<file path="config.mk">
export PLATFORM = sky130hd
export DESIGN_NAME = id_stage
export DESIGN_NICKNAME = d
export VERILOG_FILES = /design/src/rtl/arm_pkg.sv /design/src/rtl/register_file.sv /design/src/rtl/id_stage.sv
export SDC_FILE = /design/constraint.sdc
export NUM_CORES = 2
export LEC_CHECK = 0
export CAP_MARGIN = 20
export CORE_MARGIN = 2
export CORE_UTILIZATION = 25
export CTS_CLUSTER_SIZE = 40
export DETAILED_ROUTE_END_ITERATION = 16
export PLACE_DENSITY = 0.46
export REMOVE_ABC_BUFFERS = 1
export SYNTH_ARGS = -nofsm -noshare
export SYNTH_HDL_FRONTEND = slang
export SYNTH_SLANG_ARGS = --single-unit
</file>
<file path="constraint.sdc">
create_clock -name clk -period 2.65 [get_ports clk]
set_input_delay 0.265 -clock clk [delete_from_list [all_inputs] [get_ports clk]]
set_output_delay 0.265 -clock clk [all_outputs]
set_load 0.01 [all_outputs]
</file>
<file path="src/rtl/arm_pkg.sv">
// rtl/arm_pkg.sv - shared encodings for the ARM-subset pipeline
package arm_pkg;

  localparam int NUM_REGS = 15;
  localparam logic [3:0] REG_PC = 4'd15;

  typedef enum logic [1:0] {
    MODE_DP   = 2'b00,
    MODE_MEM  = 2'b01,
    MODE_BR   = 2'b10,
    MODE_NONE = 2'b11
  } mode_e;

  localparam logic [3:0] OP_AND = 4'b0000;
  localparam logic [3:0] OP_EOR = 4'b0001;
  localparam logic [3:0] OP_SUB = 4'b0010;
  localparam logic [3:0] OP_ADD = 4'b0100;
  localparam logic [3:0] OP_ADC = 4'b0101;
  localparam logic [3:0] OP_SBC = 4'b0110;
  localparam logic [3:0] OP_TST = 4'b1000;
  localparam logic [3:0] OP_CMP = 4'b1010;
  localparam logic [3:0] OP_ORR = 4'b1100;
  localparam logic [3:0] OP_MOV = 4'b1101;
  localparam logic [3:0] OP_MVN = 4'b1111;

  localparam logic [3:0] CMD_NOP = 4'b0000;
  localparam logic [3:0] CMD_MOV = 4'b0001;
  localparam logic [3:0] CMD_ADD = 4'b0010;
  localparam logic [3:0] CMD_ADC = 4'b0011;
  localparam logic [3:0] CMD_SUB = 4'b0100;
  localparam logic [3:0] CMD_SBC = 4'b0101;
  localparam logic [3:0] CMD_AND = 4'b0110;
  localparam logic [3:0] CMD_ORR = 4'b0111;
  localparam logic [3:0] CMD_EOR = 4'b1000;
  localparam logic [3:0] CMD_MVN = 4'b1001;

  localparam logic [3:0] COND_EQ = 4'd0;
  localparam logic [3:0] COND_NE = 4'd1;
  localparam logic [3:0] COND_CS = 4'd2;
  localparam logic [3:0] COND_CC = 4'd3;
  localparam logic [3:0] COND_MI = 4'd4;
  localparam logic [3:0] COND_PL = 4'd5;
  localparam logic [3:0] COND_VS = 4'd6;
  localparam logic [3:0] COND_VC = 4'd7;
  localparam logic [3:0] COND_HI = 4'd8;
  localparam logic [3:0] COND_LS = 4'd9;
  localparam logic [3:0] COND_GE = 4'd10;
  localparam logic [3:0] COND_LT = 4'd11;
  localparam logic [3:0] COND_GT = 4'd12;
  localparam logic [3:0] COND_LE = 4'd13;
  localparam logic [3:0] COND_AL = 4'd14;

  localparam int FLAG_N = 3;
  localparam int FLAG_Z = 2;
  localparam int FLAG_C = 1;
  localparam int FLAG_V = 0;

  function automatic logic cond_passed(input logic [3:0] cond, input logic [3:0] flags);
    logic n, z, c, v, pass;
    n = flags[FLAG_N];
    z = flags[FLAG_Z];
    c = flags[FLAG_C];
    v = flags[FLAG_V];
    case (cond)
      COND_EQ: pass = z;
      COND_NE: pass = !z;
      COND_CS: pass = c;
      COND_CC: pass = !c;
      COND_MI: pass = n;
      COND_PL: pass = !n;
      COND_VS: pass = v;
      COND_VC: pass = !v;
      COND_HI: pass = c & !z;
      COND_LS: pass = !c | z;
      COND_GE: pass = (n == v);
      COND_LT: pass = (n != v);
      COND_GT: pass = !z & (n == v);
      COND_LE: pass = z | (n != v);
      COND_AL: pass = 1'b1;
      default: pass = 1'b0;
    endcase
    return pass;
  endfunction

endpackage

</file>
<file path="src/rtl/register_file.sv">
// rtl/register_file.sv - R0-R14 storage with two bypassed read ports and one write port
module register_file
  import arm_pkg::*;
(
  input  logic        clk,
  input  logic        rst,
  input  logic        we,
  input  logic [3:0]  waddr,
  input  logic [31:0] wdata,
  input  logic [3:0]  raddr1,
  input  logic [3:0]  raddr2,
  output logic [31:0] rdata1,
  output logic [31:0] rdata2
);

  logic [31:0] regs_q [0:NUM_REGS-1];
  logic [31:0] regs_d [0:NUM_REGS-1];

  always_comb begin
    regs_d = regs_q;
    if (we && waddr != REG_PC) begin
      regs_d[waddr] = wdata;
    end
  end

  always_ff @(posedge clk) begin
    if (rst) begin
      for (int i = 0; i < NUM_REGS; i++) begin
        regs_q[i] <= '0;
      end
    end else begin
      regs_q <= regs_d;
    end
  end

  // Index 15 is the PC slot: it has no storage and always reads as zero.
  assign rdata1 = (raddr1 == REG_PC)              ? '0    :
                  (we && waddr == raddr1)         ? wdata : regs_q[raddr1];
  assign rdata2 = (raddr2 == REG_PC)              ? '0    :
                  (we && waddr == raddr2)         ? wdata : regs_q[raddr2];

endmodule

</file>
<file path="src/rtl/id_stage.sv">
// rtl/id_stage.sv - instruction decode: control decode, condition check, operand read
module id_stage
  import arm_pkg::*;
(
  input  logic        clk,
  input  logic        rst,
  input  logic        flush,
  input  logic        freeze,
  input  logic [31:0] PCIn,
  input  logic [31:0] instructionReg,
  input  logic        writeBackEnIn,
  input  logic [3:0]  destWB,
  input  logic [31:0] valueWB,
  input  logic        hazard,
  input  logic [3:0]  statusReg,
  output logic        S_UpdateSig,
  output logic        branch,
  output logic        memWriteEn,
  output logic        memReadEn,
  output logic        writeBackEn,
  output logic [3:0]  exeCMD,
  output logic [31:0] res1,
  output logic [31:0] res2,
  output logic [31:0] PC,
  output logic [23:0] signedImm24,
  output logic [3:0]  R_d,
  output logic        isImmidiate,
  output logic [11:0] shiftOperand
);

  logic [3:0] cond;
  logic [3:0] opcode;
  mode_e      mode;
  logic       s_bit;
  logic       is_str;
  logic [3:0] src2_idx;
  logic       ctrl_en;

  logic       s_upd_raw, branch_raw, mem_w_raw, mem_r_raw, wb_raw;
  logic [3:0] cmd_raw;

  assign cond   = instructionReg[31:28];
  assign mode   = mode_e'(instructionReg[27:26]);
  assign opcode = instructionReg[24:21];
  assign s_bit  = instructionReg[20];

  // A store needs the data register (Rd) on the second port instead of Rm.
  assign is_str   = (mode == MODE_MEM) && !s_bit;
  assign src2_idx = is_str ? instructionReg[15:12] : instructionReg[3:0];

  register_file u_register_file (
    .clk    (clk),
    .rst    (rst),
    .we     (writeBackEnIn),
    .waddr  (destWB),
    .wdata  (valueWB),
    .raddr1 (instructionReg[19:16]),
    .raddr2 (src2_idx),
    .rdata1 (res1),
    .rdata2 (res2)
  );

  always_comb begin
    s_upd_raw  = 1'b0;
    branch_raw = 1'b0;
    mem_w_raw  = 1'b0;
    mem_r_raw  = 1'b0;
    wb_raw     = 1'b0;
    cmd_raw    = CMD_NOP;
    case (mode)
      MODE_DP: begin
        wb_raw    = 1'b1;
        s_upd_raw = s_bit;
        case (opcode)
          OP_MOV: cmd_raw = CMD_MOV;
          OP_MVN: cmd_raw = CMD_MVN;
          OP_ADD: cmd_raw = CMD_ADD;
          OP_ADC: cmd_raw = CMD_ADC;
          OP_SUB: cmd_raw = CMD_SUB;
          OP_SBC: cmd_raw = CMD_SBC;
          OP_AND: cmd_raw = CMD_AND;
          OP_ORR: cmd_raw = CMD_ORR;
          OP_EOR: cmd_raw = CMD_EOR;
          OP_CMP: begin
            cmd_raw   = CMD_SUB;
            wb_raw    = 1'b0;
            s_upd_raw = 1'b1;
          end
          OP_TST: begin
            cmd_raw   = CMD_AND;
            wb_raw    = 1'b0;
            s_upd_raw = 1'b1;
          end
          default: begin
            wb_raw    = 1'b0;
            s_upd_raw = 1'b0;
          end
        endcase
      end
      MODE_MEM: begin
        cmd_raw   = CMD_ADD;
        mem_r_raw = s_bit;
        wb_raw    = s_bit;
        mem_w_raw = !s_bit;
      end
      MODE_BR: branch_raw = 1'b1;
      default: ;
    endcase
  end

  assign ctrl_en = cond_passed(cond, statusReg) && !(hazard || flush || freeze);

  assign S_UpdateSig = s_upd_raw  & ctrl_en;
  assign branch      = branch_raw & ctrl_en;
  assign memWriteEn  = mem_w_raw  & ctrl_en;
  assign memReadEn   = mem_r_raw  & ctrl_en;
  assign writeBackEn = wb_raw     & ctrl_en;
  assign exeCMD      = ctrl_en ? cmd_raw : CMD_NOP;

  assign PC           = PCIn;
  assign signedImm24  = instructionReg[23:0];
  assign R_d          = instructionReg[15:12];
  assign isImmidiate  = instructionReg[25];
  assign shiftOperand = instructionReg[11:0];

endmodule

</file>
# ---- Word-level counts from Yosys, hierarchy flattened
# Cells that the tools add are included.
dict set report word_totals {
  reg_bits 480
  inputBits 110
  elab_cells 110
}
dict set report classes {
  n_lt_le_gt_ge 4
  eq_ne 33
  mux 25
  n_bitwise 12
  n_reduce_logical 21
}
# op n
set op_table {}
lappend op_table {{$bwmux W480} 1}
lappend op_table {{$mux W32} 9}
lappend op_table {{$bmux W32 S4} 2}
lappend op_table {{$demux W32 S4} 1}
lappend op_table {{$eq A4 B4 Y1 const B} 14}
lappend op_table {{$pmux W4 S9} 1}
lappend op_table {{$eq A4 B3 Y1 const B} 7}
lappend op_table {{$ge A5 B5 Y1 const B} 3}
lappend op_table {{$not A4 Y5} 3}
lappend op_table {{$pmux W1 S15} 1}
lappend op_table {{$eq A4 B2 Y1 const B} 3}
lappend op_table {{$reduce_or A9 Y1} 1}
lappend op_table {{$eq A4 B1 Y1 const B} 2}
lappend op_table {{$eq A4 B4 Y1} 2}
lappend op_table {{$logic_not A4 Y1} 2}
lappend op_table {{$mux W4} 2}
lappend op_table {{$pmux W4 S2} 1}
lappend op_table {{$and A1 B1 Y1} 7}
lappend op_table {{$logic_and A1 B1 Y1} 6}
lappend op_table {{$logic_not A1 Y1} 6}
lappend op_table {{$reduce_or A2 Y1} 3}
lappend op_table {{$lt A5 B1 Y1 const B} 1}
lappend op_table {{$mux W1} 5}
lappend op_table {{$ne A4 B4 Y1 const B} 1}
lappend op_table {{8 further kinds} 11}

# ---- Logic depth before layout (Yosys ltp)
dict set report depth {
  depth_word 9
  mapped_depth 12
}

# ---- By module
# Synthesis repeated with hierarchy kept, for this count alone.
dict set report unflattened {
  cells_unflattened 3132
  hier_area_um2 27149.8
}
# mod instances cells_per_inst area_per_inst_um2 seq_area_each_um2
set by_module_without_submodules {}
lappend by_module_without_submodules {register_file 1 2991 26083.8 9609.2}
lappend by_module_without_submodules {id_stage 1 141 1066.0 0.0}

# ---- Least setup slack after synthesis
# Ideal clock, no wire load.
dict set report synth_path {
  path_type {in2out}
  startpoint {input instructionReg[26]}
  endpoint {output res2[0]}
  arrival_time_ns 2.538
  t_required_ns 2.385
  slack_ns -0.153
  path_stages 8
  cell_sequence {buf_4 -> nor3b_1 -> mux2i_1 -> o22ai_1 -> or4b_1 -> buf_2 -> buf_6 -> a21oi_1}
}
dict set report synth_between {
  elab_chain_len 9
  word_cells_on_any_way 12
  classes_between {eq/ne (3); mux (6); bitwise (1); reduce/logical (2)}
}
# item line_no
set synth_rtl {}
lappend synth_rtl {{from (decl)} id_stage.sv:10} ;# input logic [31:0] instructionReg,
lappend synth_rtl {{$eq A2 B1 Y1 *} id_stage.sv:48} ;# assign is_str = (mode == MODE_MEM) && !s_bit;
lappend synth_rtl {{$logic_and A1 B1 Y1 *} id_stage.sv:48}
lappend synth_rtl {{$mux W4 *} id_stage.sv:49} ;# assign src2_idx = is_str ? instructionReg[15:12] : instructionReg[3:0];
lappend synth_rtl {{$not A4 Y5 (not written as such)} register_file.sv:40} ;# (we && waddr == raddr2) ? wdata : regs_q[raddr2];
lappend synth_rtl {{$bmux W32 S4} register_file.sv:40}
lappend synth_rtl {{$mux W32 (not written as such) (2 in a row)} register_file.sv:40}
lappend synth_rtl {{$mux W32} register_file.sv:40}
lappend synth_rtl {{$mux W32 *} register_file.sv:39} ;# assign rdata2 = (raddr2 == REG_PC) ? '0 :
lappend synth_rtl {{to (decl)} id_stage.sv:23} ;# output logic [31:0] res2,
# Mark *: on every way between the ends. The rest lies on a longest branch, timed or not. The select of a mux whose other input is x is not followed.

# ---- Worst setup path in the final report
dict set report layout_path {
  startpoint {input instructionReg[27]}
  endpoint {output res2[28]}
}
# The elaborated chain is that of the path after synthesis.

==> out/summary.txt <==
Source of the worst hold timing path - rst
Post-synthesis instance total - 3,612
Clock tree from TritonCTS - done
WL/cell - 25.4 um
Overall fraction of global-route tracks in use - 0.230
Layout Cells excl Fill - 5,299
Critical R2R Launch - u_register_file.regs_q[195]$_SDFFE_PP0P_
Number of flops mapped to enable cells by yosys - 0
Register-to-Register Path Depth - 3
Setup slack of the worst register-to-register path - 1.95 ns
Count of placed standard cells including taps - 5,124
Sum of internal, switching and leakage power - 18.8 mW
Number of distinct standard cells referenced by the synthesized netlist - 58
H-tree depth reported by CTS - 2
Flops & latches, synth - 480
Die X - 335 um
Core Footprint - 109,000 um^2
Die span in y - 335 um
Final count of negative-setup-slack endpoints - 32
Clk root buf - clkbuf_16
Minimum setup slack in the final design - -0.190 ns
Transition at the pin with the smallest max-transition slack - 0.646 ns
Average vias per placed instance - 5.35
Count of routing violations after the opening detailed-route iteration - 3,108
Maximum vdd ir drop - 489 uV
Fraction of final layout cells sized beyond drive strength 1 - 0.260
Peak Freq - 352 MHz
Vias post-DR - 28,300
Congestion Overflow GR - 0
Violated checks - negative setup slack
Worst hold slack - 0.0703 ns
Initial antenna violation count - 3
Tcrit/Tclk final - 1.07
Total wire length - 135,000 um
Leakage power - 13.0 nW
Result of the run - complete, but fails checks
Maxcap violations - 0
Tightest Hold Check Type - in2reg
Critical register-to-register path endpoint - u_register_file.regs_q[195]$_SDFFE_PP0P_
Hold path depth - 2
Hold Path Sink - u_register_file.regs_q[258]$_SDFFE_PP0P_
Synth Warn # - 0
RSZ-0062 raised after global routing - true
Type of element capturing the critical path - output pin
Kind of critical path - in2out
Number of buffers added by the clock tree synthesis step - 56
Max_slew headroom - 0.568
Data arrival time of the critical path - 2.58 ns
Clock sink total - 480
Critical path data required time - 2.38 ns
Critical Path Fanout Max - 7
First-pass detailed-route iteration total - 6
Average instance area after synthesis - 7.60 um^2
Register with the most flip-flops - u_register_file.regs_q
Post-layout nets - 3,948
Fin Clk Skew - 0 ns
Starting density of the core - 0.252
Row Count - 121
Type of origin of the critical path - input port
Final Max Tran Viols - 0
Post-synthesis instance area - 27,500 um^2
Post-layout util - 0.338
Main synth FF type - dfxtp_1
Half-perimeter wire length after placement - 85,300 um
Signed area change from the synthesized netlist to the final layout - 34.0%
Remaining DRCs - 0
Skew-Pair Late Insertion Delay - 0.65 ns
Pwr/cell area - 511 nW/um^2
Final hold violation count - 0
First-pass GRT wire length - 191,000 um
Via count of the first global-routing pass - 27,000
Count of port buffers added during placement - 165
Post-route ant nets - 0
Area enclosed by the die boundary - 113,000 um^2
Leading registers by flop count - u_register_file.regs_q x480
Sequential cell area fraction in the yosys report - 0.350
RePlAce Congestion - 0.850
Maximum clock insertion buffer count - 3
IO Count - 256
Shortest period the worst path allows - 2.84 ns
# hold bufs at CTS - 0
Fill count - 11,200
Clock slew seen by the registers of the worst setup and hold paths - 0.06 ns
Number of flip-flops under the largest register name - 480
FFs w/ async S/R, synth - 0
Largest net degree at the start of global routing - 65
==> per-stage QoR <==
step | instance area, um^2 | setup slack [ns] | TNS, ns
6_report | 36800 | -0.190 | -3.86
5_1_grt | 36800 | -0.255 | -5.84
4_1_cts | 36200 | -0.218 | -4.29
3_5_place_dp | 33100 | -1.22 | -57.93
3_3_place_gp | 33100 | -1.24 | -58.86
2_1_floorplan | 25400 | -5.27 | -259.15
==> per-layer routing <==
metal / GRT usage / routed length (um) / up-vias
li1: - / - / 12900
met1: 0.325 / 60200 / 13900
met2: 0.357 / 59000 / 1342
met3: 0.0376 / 11200 / 217
met4: 0.0665 / 4160 / 0
met5: 0.00130 / 0 / -
==> layout make-up <==
type                       count  area, um^2  area share
multi-input combinational   2675       17000       0.461
sequential                   480        9640       0.262
timing repair buffer         616        6550       0.178
tap                         1414        1770      0.0481
clock buffer                  84        1650      0.0448
clock inverter                20         193     0.00523
antenna                        1        2.50   0.0000680
inverter                       9        33.8    0.000918
==> report_power, final <==
| group | total, mW | internal [mW] | switching (mW) |
|---|---|---|---|
| sequential | 7.39 | 7.31 | 0.0795 |
| combinational | 3.46 | 1.49 | 1.97 |
| clock | 7.96 | 4.58 | 3.38 |
| total | 18.8 | 13.4 | 5.43 |
==> synthesized netlist by cell type (9+ instances only) <==
master    number  share of area
inv_1          9         0.0012
a21oi_1      581           0.11
a211o_1       25         0.0080
o21ai_0       91          0.017
nand3_1       70          0.013
nor2b_1       47          0.011
buf_1         32         0.0044
nand4_1       17         0.0039
nand2_1     1219           0.17
dfxtp_1      480           0.35
buf_2         30         0.0055
a221o_1       24         0.0087
a211oi_1      25         0.0068
a31oi_1       17         0.0039
clkbuf_1     308          0.042
o22ai_1       12         0.0027
nor3_1        12         0.0022
a32oi_1       30         0.0096
a221oi_1      25         0.0080
mux4_2       117          0.096
o21ai_1       10         0.0018
nor2_1        67         0.0092
a311oi_1       9         0.0029
mux2i_1      139          0.051
mux2_2        68          0.028
buf_4         75          0.021
==> cell families (layout without fill, tap and decap cells) <==
family | after synthesis | count (layout) | share of synthesized area
other | 0 | 1 | 0
DFF | 480 | 480 | 0.350
buffers and inverters | 457 | 729 | 0.0747
and+or+nand+nor | 1464 | 1464 | 0.214
xor gates and xnor gates | 10 | 10 | 0.00319
muxes | 325 | 325 | 0.175
AOI/OAI and AO/OA | 876 | 876 | 0.183
==> worst max path at each step <==
stage / depth (start not counted) / end / slack (ns) / from
detailed placement: 9 / res2[28] / -1.22 / instructionReg[20]
CTS: 16 / res2[9] / -0.22 / instructionReg[20]
finish: 13 / res2[28] / -0.19 / instructionReg[27]
floorplan: 5 / res2[10] / -5.27 / instructionReg[27]
global placement: 10 / res2[3] / -1.24 / instructionReg[20]
global route: 13 / res2[28] / -0.26 / instructionReg[27]
==> placed cells by master, fill, tap and decap left out, types with 11 or more instances in the layout <==
cell,synthesis,layout
a211o_1,25,24
a211oi_1,25,18
a21oi_1,581,562
a21oi_2,0,15
a221o_1,24,24
a221oi_2,0,14
a31oi_1,17,16
a32oi_1,30,25
buf_12,0,98
buf_2,30,42
buf_4,75,306
buf_6,2,46
buf_8,0,11
clkbuf_1,308,15
clkbuf_16,0,63
clkbuf_8,0,13
clkdlybuf4s50_1,0,74
clkinv_2,0,12
dfxtp_1,480,453
dfxtp_2,0,27
dlygate4sd2_1,0,11
mux2_2,68,64
mux2i_1,139,131
mux4_2,117,117
nand2_1,1219,1204
nand2_2,0,15
nand3_1,70,47
nand3_2,0,19
nand4_1,17,17
nor2_1,67,56
nor2_4,0,11
nor2b_1,47,44
o21ai_0,91,68
o21ai_2,0,16
o21ai_4,0,13
==> critical path, stage by stage <==
cell	delay [ns]
buf_8	0.11
or3b_4	0.46
buf_12	0.18
o2111a_1	0.15
a221o_1	0.31
buf_4	0.14
nor4b_4	0.12
buf_6	0.12
buf_12	0.15
buf_12	0.14
buf_6	0.11
o21ai_2	0.14
buf_2	0.15
==> timing repair <==
item	4_1_cts	5_1_grt
resized for setup	475	117
endpoints found under the setup margin	72	59
pin swaps	55	55
cloned	13	6
setup buffers	47	18
Note: power is estimated with default switching activity, not from simulation.
